**src/rtl/serial_frame_transmitter.sv**
```systemverilog
`default_nettype none
// ============================================================================
// serial_frame_transmitter : parallel word -> start/data/[parity]/stop frame
// Revision: 1.0
// ============================================================================
module serial_frame_transmitter #(
  parameter int DATA_WIDTH   = 8,
  parameter int CLKS_PER_BIT = 1,
  parameter int MSB_FIRST    = 0,
  parameter int PARITY_EN    = 0,
  parameter int PARITY_ODD   = 0
) (
  input  logic                  Clk_In,
  input  logic                  Reset_In,
  input  logic [DATA_WIDTH-1:0] Data_In,
  input  logic                  Valid_In,
  output logic                  Ready_Out,
  output logic                  Serial_Out,
  output logic                  Busy_Out,
  output logic                  Done_Out
);

  localparam int CW = $clog2(CLKS_PER_BIT + 1);
  localparam int BW = $clog2(DATA_WIDTH + 1);

  localparam logic [2:0] S_IDLE   = 3'd0;
  localparam logic [2:0] S_START  = 3'd1;
  localparam logic [2:0] S_DATA   = 3'd2;
  localparam logic [2:0] S_PARITY = 3'd3;
  localparam logic [2:0] S_STOP   = 3'd4;

  localparam logic [CW-1:0] CNT_LAST = CW'(CLKS_PER_BIT - 1);
  localparam logic [BW-1:0] BIT_LAST = BW'(DATA_WIDTH - 1);

  logic [2:0]            state_q, state_d;
  logic [CW-1:0]         cnt_q, cnt_d;
  logic [BW-1:0]         bit_q, bit_d;
  logic [DATA_WIDTH-1:0] shift_q, shift_d;
  logic                  par_q, par_d;
  logic                  ser_q, ser_d;
  logic                  done_q, done_d;

  logic                  last_w;
  logic                  next_bit_w;
  logic [DATA_WIDTH-1:0] shifted_w;

  assign last_w     = (cnt_q == CNT_LAST);
  assign next_bit_w = (MSB_FIRST != 0) ? shift_q[DATA_WIDTH-1] : shift_q[0];
  assign shifted_w  = (MSB_FIRST != 0) ? (shift_q << 1) : (shift_q >> 1);

  always_comb begin
    state_d = state_q;
    cnt_d   = cnt_q;
    bit_d   = bit_q;
    shift_d = shift_q;
    par_d   = par_q;
    ser_d   = ser_q;
    done_d  = 1'b0;

    if (state_q != S_IDLE) begin
      cnt_d = last_w ? '0 : cnt_q + CW'(1);
    end

    case (state_q)
      S_IDLE: begin
        ser_d = 1'b1;
        if (Valid_In) begin
          // Parity is latched at capture since the shift register is consumed.
          shift_d = Data_In;
          par_d   = (^Data_In) ^ (PARITY_ODD != 0);
          cnt_d   = '0;
          bit_d   = '0;
          state_d = S_START;
          ser_d   = 1'b0;
        end
      end
      S_START: begin
        if (last_w) begin
          state_d = S_DATA;
          ser_d   = next_bit_w;
          shift_d = shifted_w;
          bit_d   = '0;
        end
      end
      S_DATA: begin
        if (last_w) begin
          if (bit_q == BIT_LAST) begin
            if (PARITY_EN != 0) begin
              state_d = S_PARITY;
              ser_d   = par_q;
            end else begin
              state_d = S_STOP;
              ser_d   = 1'b1;
            end
          end else begin
            ser_d   = next_bit_w;
            shift_d = shifted_w;
            bit_d   = bit_q + BW'(1);
          end
        end
      end
      S_PARITY: begin
        if (last_w) begin
          state_d = S_STOP;
          ser_d   = 1'b1;
        end
      end
      S_STOP: begin
        if (last_w) begin
          state_d = S_IDLE;
          ser_d   = 1'b1;
          done_d  = 1'b1;
        end
      end
      default: begin
        state_d = S_IDLE;
        ser_d   = 1'b1;
      end
    endcase
  end

  always_ff @(negedge Clk_In or posedge Reset_In) begin
    if (Reset_In) begin
      state_q <= S_IDLE;
      cnt_q   <= '0;
      bit_q   <= '0;
      shift_q <= '0;
      par_q   <= 1'b0;
      ser_q   <= 1'b1;
      done_q  <= 1'b0;
    end else begin
      state_q <= state_d;
      cnt_q   <= cnt_d;
      bit_q   <= bit_d;
      shift_q <= shift_d;
      par_q   <= par_d;
      ser_q   <= ser_d;
      done_q  <= done_d;
    end
  end

  assign Ready_Out  = (state_q == S_IDLE);
  assign Busy_Out   = (state_q != S_IDLE);
  assign Serial_Out = ser_q;
  assign Done_Out   = done_q;

endmodule
`default_nettype wire

```
**config.mk**
```make
export PLATFORM = sky130hd
export DESIGN_NAME = serial_frame_transmitter
export DESIGN_NICKNAME = d
export VERILOG_FILES = /design/src/rtl/serial_frame_transmitter.sv
export SDC_FILE = /design/constraint.sdc
export NUM_CORES = 1
export LEC_CHECK = 0
export CORE_MARGIN = 10
export CORE_UTILIZATION = 45
export CTS_CLUSTER_SIZE = 24
export DETAILED_ROUTE_END_ITERATION = 8
export HOLD_SLACK_MARGIN = 0.03
export PLACE_DENSITY = 0.77
export SLEW_MARGIN = 0
export SYNTH_ARGS = -nofsm -noshare
export SYNTH_HDL_FRONTEND = slang
export SYNTH_SLANG_ARGS = --single-unit
export TNS_END_PERCENT = 5
```
**constraint.sdc**
```tcl
create_clock -name Clk_In -period 1.87 [get_ports Clk_In]
set_clock_uncertainty 0.05 [all_clocks]
set_input_delay 0.2805 -clock Clk_In [delete_from_list [all_inputs] [get_ports Clk_In]]
set_output_delay 0.2805 -clock Clk_In [all_outputs]
set_load 0.1 [all_outputs]
```
==> run_results.csv <==
group,metric,value,unit
cells_and_area,nets,118,
detailed_routing,wirelength,2.112,mm
clocking,numCtsBuffers,3,
worst_setup_path,reg2reg_slack,0.03,ns
detailed_routing,num_vias,718,
worst_setup_path,crit_start,"state_q[0]$_DFFE_NP0P_",
place,gp_congestion,0.7864,
cells_and_area,utilization,61.54,%
worst_setup_path,crit_path_end_kind,"primary output",
sta,tightest_slew,0.4318,ns
synth,synth.avg_cell_area,12.68,sq um
run,cap_violations,0,
synth,synth_cells,82,
worst_setup_path,critPathMaxStageDelay,0.38,ns
floorplan,die_x,68.07,um
cells_and_area,multi_input_area,563.0,sq um
synth,synth-seq-cells,18,
synth,syn_area,1040,sq um
worst_setup_path,crit_end,"Busy_Out",
detailed_routing,drc,0,
global_routing,track_usage,10.46,%
synth,ys_seq_area_share,43.44,%
sta,finalSetupViolations,12,
cells_and_area,regArea,451.7,sq um
global_routing,grt_pass1_vias,776,
worst_setup_path,slowest_stage,"dfrtn_1",
worst_setup_path,cp-start-kind,"flip-flop",
worst_setup_path,reg2reg_to,"shift_q[3]$_DFFE_NP0P_",
clocking,htreeDepth,1,
min_path,hold_class,"reg2reg",
cells_and_area,antennaDiodeCount,0,
synth,synth_area_leaders,"dfrtn_1 41%, mux2_4 22%, dfstp_2 2.5%, nand3_1 2.4%, nand3b_4 1.9%",
sta,timing.final.ws_setup,-0.5757,ns
worst_setup_path,cp_top_family,"flip-flops",
synth,yosysWarnings,0,
cells_and_area,final_common_cell,"dfrtn_1",
floorplan,dieArea,4634,sq um
place,hpwl,1.718,mm
worst_setup_path,r2r_start,"state_q[0]$_DFFE_NP0P_",
detailed_routing,ant_nets,0,
pwr,power_density,2022,nW/um^2
clocking,hold_buffers,0,
global_routing,grt_overflow,0,
sta,hold_viol_final,0,
floorplan,die_y,68.07,um
sta,slew_viol_final,0,
clocking,clock_sinks,18,
clocking,cts_tree,"done",
floorplan,coreArea,2212,sq um
sta,rsz0062_at_grt,"true",
synth,yosysTopAreaCell,"dfrtn_1",
run_status,violations,"setup timing",
pwr,ir_drop,1.362,mV
detailed_routing,initialDrtViolationCount,13,
cells_and_area,synthToLayoutAreaGrowth,30.93,%
worst_setup_path,path_depth,3,
floorplan,io_pins,15,
global_routing,grt_pass1_wl,3.657,mm
worst_setup_path,path_class,"reg2out",
worst_setup_path,path_max_fanout,2,
worst_setup_path,worstRegToRegCells,5,
worst_setup_path,cp.required,1.54,ns
clocking,clk_pin_slew_worst_paths,0.07,ns
sta,relSlewSlack,71.15,%
detailed_routing,viasPerCell,5.398,
detailed_routing,routedWlPerCell,15.88,um
cells_and_area,layout_common_cells,"17 x dfrtn_1, 15 x mux2_4, 6 x dlygate4sd2_1, 6 x buf_4",
global_routing,antenna_found_initial,0,
detailed_routing,drtPass1Iterations,4,
pwr,power.leakage,0.6451,nW
synth,synth_top_area_share,40.91,%
pwr,total_power,0.002753,W
clocking,cts_buffer_depth,2,
clocking,cts-root-buf,"clkbuf_4",
run_status,status,"finished with violations",
worst_setup_path,path_buf_inv,2,
floorplan,start_util,47.00,%
cells_and_area,drive_above_1_share,39.05,%
synth,synthDistinctLibCells,33,
synth,synth_nets,94,
worst_setup_path,worstPathArrival,2.12,ns
cells_and_area,n_fill_cell,198,
floorplan,rows,17,
worst_setup_path,cp_cell_sequence,"nor3_4 > inv_1 > buf_12",
place,io_buffers,14,
clocking,clock_latency,0.30,ns
global_routing,grt_max_degree,12,
==> flip-flops by register name, summed over array words and instances, names as in the netlist <==
signal and count:
cnt_q 1, state_q 3, Done_Out 1, Serial_Out 1, bit_q 4, shift_q 8
==> cells in the mapped netlist, drive strengths merged <==
cell / number
dfrtn: 17
mux2: 16
inv: 5
nand3: 5
nor2: 4
a21oi: 3
buf: 3
nand2: 3
nand3b: 3
and3: 2
nand4b: 2
nor3: 2
nor3b: 2
o211ai: 2
or3: 2
a211oi: 1
a311oi: 1
a31o: 1
a32o: 1
and4b: 1
dfstp: 1
ha: 1
nand2b: 1
nor2b: 1
o21ai: 1
xnor2: 1
==> worst reg2reg max path, stage by stage (launching register included) <==
cell,delay [ns]
dfrtn_1,0.46
buf_4,0.21
xnor2_2,0.10
nor2_4,0.28
mux2_4,0.34
mux2_4,0.26
==> per-stage QoR <==
stage	cells	hold slack, ns	area (sq um)	setup TNS [ns]	setup slack [ns]
finish	133	0.4210	1361	-2.334	-0.5757
global route	133	0.4398	1361	-2.667	-0.6218
CTS	133	0.4186	1359	-2.525	-0.5857
detailed placement	129	0.4183	1313	-10.39	-0.8281
global placement	129	0.4052	1313	-10.10	-0.8092
floorplan	82	0.3747	1051	-5.283	-1.445
==> report_power, final <==
part / switching [W] / leakage [nW] / total (W) / internal, W
sequential: 0.000126 / 0.226 / 0.000697 / 0.000570
clock: 0.000130 / 0.0263 / 0.000252 / 0.000122
combinational: 0.000880 / 0.393 / 0.00180 / 0.000924
==> layout make-up <==
| type | instances | area share, % |
|---|---|---|
| Inverter | 4 | 1.103 |
| Clock buffer | 4 | 2.665 |
| Tap cell | 28 | 2.574 |
| Timing Repair Buffer | 22 | 18.84 |
| Clock inverter | 1 | 0.2757 |
| Multi-Input combinational cell | 56 | 41.36 |
| Sequential cell | 18 | 33.18 |
==> layer usage <==
layer,vias to the layer above,wire (um),track usage (%)
li1,343,-,-
met1,350,868,11.22
met2,18,1094,17.91
met3,7,96,3.100
met4,0,53,6.030
met5,-,0,0
==> how the worst min path moves through the flow <==
stage                      startpoint                     end  slack [ns]  cells past startpoint
6_report         bit_q[0]$_DFFE_NP0P_    bit_q[0]$_DFFE_NP0P_        0.42                      1
5_1_grt        shift_q[0]$_DFFE_NP0P_  shift_q[0]$_DFFE_NP0P_        0.44                      1
4_1_cts          bit_q[0]$_DFFE_NP0P_    bit_q[0]$_DFFE_NP0P_        0.42                      1
3_5_place_dp   shift_q[4]$_DFFE_NP0P_  shift_q[4]$_DFFE_NP0P_        0.42                      1
3_3_place_gp     bit_q[0]$_DFFE_NP0P_    bit_q[0]$_DFFE_NP0P_        0.41                      1
2_1_floorplan    bit_q[0]$_DFFE_NP0P_    bit_q[0]$_DFFE_NP0P_        0.37                      1
==> logic make-up after synthesis <==
family	count (synthesis)	share of synthesized area, %
xor+xnor	1	1.565
fa+ha+maj	1	1.203
buf+inv	8	4.332
mux	16	22.74
simple gates	28	19.50
compound gates	10	7.220
flops	18	43.44
==> repair_timing <==
item                       4_1_cts  5_1_grt
pin swaps                        2        0
setup endpoints to repair       17       12
buffers inserted                 0        0
resized for setup               15        1
(Power assumes the default switching activity.)
